`src/rtl/nib_fifo_pkg.sv`:
```
// Shared defaults for the nibble FIFO: word width, depth and pointer type.
package nib_fifo_pkg;

   localparam int unsigned NIB_WIDTH = 4;
   localparam int unsigned NIB_DEPTH = 4;
   localparam int unsigned NIB_PTR_W = $clog2(NIB_DEPTH);

   typedef logic [NIB_PTR_W-1:0] ptr_t;

endpackage : nib_fifo_pkg

```
`src/rtl/nib_fifo_mem.sv`:
```
// FIFO storage array: one synchronous write port, one asynchronous read port, no reset.
module nib_fifo_mem
   import nib_fifo_pkg::*;
#(
   parameter int unsigned WIDTH = NIB_WIDTH,
   parameter int unsigned DEPTH = NIB_DEPTH
) (
   input  logic                     clk,
   input  logic                     wr_en,
   input  logic [$clog2(DEPTH)-1:0] wr_addr,
   input  logic [WIDTH-1:0]         wr_data,
   input  logic [$clog2(DEPTH)-1:0] rd_addr,
   output logic [WIDTH-1:0]         rd_data
);

   logic [WIDTH-1:0] mem_q [DEPTH];

   always_ff @(posedge clk) begin
      if (wr_en) begin
         mem_q[wr_addr] <= wr_data;
      end
   end

   assign rd_data = mem_q[rd_addr];

endmodule : nib_fifo_mem

```
`src/rtl/nib_fifo.sv`:
```
// First-word fall-through FIFO with pointer/occupancy control.
// Optional sticky overflow flag enabled by defining NIB_FIFO_OVF_EN.
module nib_fifo
   import nib_fifo_pkg::*;
#(
   parameter int unsigned WIDTH = NIB_WIDTH,
   parameter int unsigned DEPTH = NIB_DEPTH
) (
   input  logic                   clk,
   input  logic                   rst,
   input  logic                   in_valid,
   input  logic [WIDTH-1:0]       in_data,
   output logic                   in_ready,
   output logic                   out_valid,
   output logic [WIDTH-1:0]       out_data,
   input  logic                   out_ready,
   output logic [$clog2(DEPTH):0] count,
   output logic                   ovf_err
);

   localparam int unsigned AW = $clog2(DEPTH);
   localparam int unsigned CW = AW + 1;

   logic [AW-1:0]    wr_ptr_q, wr_ptr_d;
   logic [AW-1:0]    rd_ptr_q, rd_ptr_d;
   logic [CW-1:0]    count_q, count_d;
   logic             wr_en, rd_en;
   logic [WIDTH-1:0] rd_data;

   // Handshakes, fall-through output and next-state pointers/occupancy.
   always_comb begin
      in_ready  = rst && (count_q < CW'(DEPTH));
      out_valid = (count_q != '0);
      wr_en     = in_valid && in_ready;
      rd_en     = out_valid && out_ready;
      out_data  = out_valid ? rd_data : '0;

      wr_ptr_d = wr_ptr_q;
      rd_ptr_d = rd_ptr_q;
      count_d  = count_q;
      if (wr_en) begin
         wr_ptr_d = wr_ptr_q + AW'(1);
      end
      if (rd_en) begin
         rd_ptr_d = rd_ptr_q + AW'(1);
      end
      if (wr_en && !rd_en) begin
         count_d = count_q + CW'(1);
      end else if (!wr_en && rd_en) begin
         count_d = count_q - CW'(1);
      end
   end

   always_ff @(posedge clk) begin
      if (!rst) begin
         wr_ptr_q <= '0;
         rd_ptr_q <= '0;
         count_q  <= '0;
      end else begin
         wr_ptr_q <= wr_ptr_d;
         rd_ptr_q <= rd_ptr_d;
         count_q  <= count_d;
      end
   end

   assign count = count_q;

`ifdef NIB_FIFO_OVF_EN
   logic ovf_q, ovf_d;

   // Sticky: any offered word that cannot be accepted.
   always_comb begin
      ovf_d = ovf_q || (in_valid && !in_ready);
   end

   always_ff @(posedge clk) begin
      if (!rst) begin
         ovf_q <= 1'b0;
      end else begin
         ovf_q <= ovf_d;
      end
   end

   assign ovf_err = ovf_q;
`else
   assign ovf_err = 1'b0;
`endif

   nib_fifo_mem #(
      .WIDTH (WIDTH),
      .DEPTH (DEPTH)
   ) u_mem (
      .clk     (clk),
      .wr_en   (wr_en),
      .wr_addr (wr_ptr_q),
      .wr_data (in_data),
      .rd_addr (rd_ptr_q),
      .rd_data (rd_data)
   );

endmodule : nib_fifo

```
`config.mk`:
```
export PLATFORM = sky130hd
export DESIGN_NAME = nib_fifo
export DESIGN_NICKNAME = d
export VERILOG_FILES = /design/src/rtl/nib_fifo_pkg.sv /design/src/rtl/nib_fifo_mem.sv /design/src/rtl/nib_fifo.sv
export SDC_FILE = /design/constraint.sdc
export NUM_CORES = 1
export LEC_CHECK = 0
export BUFFER_PORTS_ARGS = -buffer_cell sky130_fd_sc_hd__buf_2
export CAP_MARGIN = 5
export CORE_MARGIN = 3
export CORE_UTILIZATION = 50
export DETAILED_ROUTE_END_ITERATION = 6
export HOLD_SLACK_MARGIN = 0.06
export PLACE_DENSITY = 0.83
export SKIP_CTS_REPAIR_TIMING = 1
export SLEW_MARGIN = 0
export SYNTH_ARGS = -nofsm -noshare
export SYNTH_HDL_FRONTEND = slang
export SYNTH_SLANG_ARGS = --single-unit
```
`constraint.sdc`:
```
create_clock -name clk -period 2.3 [get_ports clk]
set_input_delay 0.46 -clock clk [delete_from_list [all_inputs] [get_ports clk]]
set_output_delay 0.46 -clock clk [all_outputs]
set_load 0.01 [all_outputs]
```
==> impl_metrics.tcl <==
set metrics [dict create \
    clock_sinks 25 \
    track_usage_pct 13.8 \
    path_cells "mux4_1 > nor2b_1 > buf_2" \
    antenna_found_initial 0 \
    grt_pass1_wl_mm 2.63 \
    period_minus_slack_ps 2130 \
    synthArstFlopShare_pct 0 \
    leakagePower_nw 0.480 \
    gp_congestion 0.732 \
    dieArea_mm2 0.00278 \
    yosysMostFrequentCell "edfxtp_1" \
    ys_warn_count 0 \
    synth.distinct_cells 23 \
    fin_crit_sh_pct 92.5 \
    setup_ws_ps 173 \
    status "finished, final reports clean" \
    viasPerCell 5.01 \
    wl_met3_um 53 \
    cpLargestDelayFamily "multiplexers" \
    synth_commonest_cells "edfxtp_1 (16), dfxtp_1 (9), and2_1 (8), ha_1 (5), nor2b_1 (5)" \
    clock_latency_ps 300 \
    clk_pin_slew_ps 120 \
    worst_ep_required_time_ps 1840 \
    stdcell_area_mm2 0.00123 \
    setup.worst_path.class "reg -> out" \
    drive_gt1_share_pct 27.7 \
    finalHoldViolCount 0 \
    hold_class "in -> reg" \
    placedInstanceArea_mm2 0.00120 \
    synth_area_leaders "edfxtp_1 (44%), dfxtp_1 (17%), mux4_2 (6.2%)" \
    drt_iter0_markers 7 \
    met1Wirelength_um 717 \
    crit_buf_inv 1 \
    ys_seq_area_share_pct 60.6 \
    crit_fanout 4 \
    nFillCells 160 \
    antennaDiodeCount 0 \
    setup_viol 0 \
    firstDrtPassIters 4 \
    die_w_um 52.7 \
    syn-num-nets 88 \
    fmax_ghz 0.470 \
    start_kind "flop" \
    pre_cts_slack_ps 167 \
    wl_mm 1.57 \
    wl_per_cell_um 12.9 \
    rows 16 \
    synth_edf_count 16 \
    clk_path_buf_depth 2 \
    syn_to_final_growth_pct 12.9 \
    critical_path_arrival_ps 1670 \
    rsz0062_at_grt "no" \
    yosysTopAreaCell "edfxtp_1" \
    finalPower_mw 1.18 \
    cap_violations 0 \
    fin_skew_ps 1.89 \
    hpwl_mm 1.20 \
    die_h_um 52.7 \
    ys_ff_latch 25 \
    grt_overflow 0 \
    grt_pass1_vias 593 \
    route.detailed.drc 0 \
    tns_ps 0 \
    syn_avg_cell_area_um2 14.7 \
    num_io_pins 18 \
    floorplan.initialDensity_pct 53.9 \
    power_density_mw_per_mm2 956 \
    netlist_instances 74 \
    htree_levels 1 \
    final_util_pct 60.8 \
    yosys.area.top_type_share_pct 44.1 \
    crit_slowest_cell "mux4_1" \
    met2_length_um 786 \
    hold_slack_ps 364 \
    post-place-cells 117 \
    ys.flop_type "edfxtp_1" \
    core_area_mm2 0.00202 \
    fin_nets 109 \
    drv_slew 0 \
    cts_buffers 3 \
    ir_worst_vdd_mv 0.491 \
    cts_tree "built" \
    critical_path.max_stage_delay_ps 580 \
    stdcell_count 121 \
    critPathCaptureType "primary output" \
    route.vias.total 606 \
    highest_layer "met4" \
    grt_start_max_net_pins 14 \
    root_buffer "clkbuf_4" \
    portBuffers 16 \
    ant_nets 0 \
    netlist_area_mm2 0.00109 \
]
registers in the layout (all words and copies together) (netlist names), named ones only:
| name | cells |
|---|---|
| u_mem.mem_q | 16 |
| count | 3 |
| rd_ptr_q | 2 |
| wr_ptr_q | 2 |
kinds of logic after synthesis:
kind of cell               Yosys count  synth area share, %
DFF                                 25                 60.6
xor gates and xnor gates             4                 3.22
adders and majority gates            6                 7.58
AOI/OAI and AO/OA                    6                 3.90
other                                1                0.344
muxes                                5                 9.53
and+or+nand+nor                     21                 12.1
buffers and inverters                6                 2.75
report_power, final:
part | internal, mW | total [mW] | leakage [nW] | switching, mW
clock network | 0.0675 | 0.183 | 0.0150 | 0.115
logic | 0.208 | 0.387 | 0.246 | 0.179
registers | 0.540 | 0.606 | 0.219 | 0.0656
per-layer routing:
layer	vias up	track usage, %
li1	298	-
met1	294	17.5
met2	12	22.1
met3	2	3.42
met4	0	6.38
met5	-	0
worst register-to-register path, delay by kind of cell (launching register included):
kind	cells	cell delay, ps
and+or+nand+nor	1	300
DFF	1	400
AOI/OAI and AO/OA	2	510
xor gates and xnor gates	1	160
adders and majority gates	2	610
buffers and inverters	1	60
cells in the final DEF (no fill, tap or decap):
master    Yosys  layout
buf_2         0      16
edfxtp_1     16      16
dfxtp_1       9       9
and2_1        8       8
nor2b_1       5       5
ha_1          5       5
inv_1         4       4
mux4_2        3       3
xnor2_1       3       3
nand2_1       3       3
o21ai_0       3       3
clkbuf_4      0       3
or3_1         2       2
buf_4         2       2
and3b_1       1       1
o31ai_2       1       1
nor3_2        1       1
mux4_1        1       1
and2b_1       1       1
mux2i_1       1       1
a21boi_1      1       1
xor2_1        1       1
a21boi_0      1       1
fa_1          1       1
conb_1        1       1
clkbuf_1      0       1
worst paths after layout:
kind,cells after the start,start,endpoint,slack (ps)
worst min-delay path,1,in_data[2],u_mem.mem_q[1][2],360
worst max-delay path,3,flop,out_data[2],170
worst max register to register,7,count[0],count[2],190
worst min register to register,2,rd_ptr_q[1],rd_ptr_q[1],500
final cells by class:
| type | instances | area, µm² | share of cell area [%] |
|---|---|---|---|
| tap | 27 | 33.8 | 2.75 |
| clock buffer | 4 | 26.3 | 2.14 |
| sequential | 25 | 661 | 53.7 |
| multi-input combinational | 43 | 399 | 32.5 |
| timing repair buffer | 18 | 95.1 | 7.73 |
| inverter | 4 | 15.0 | 1.22 |
(Power assumes the default switching activity.)
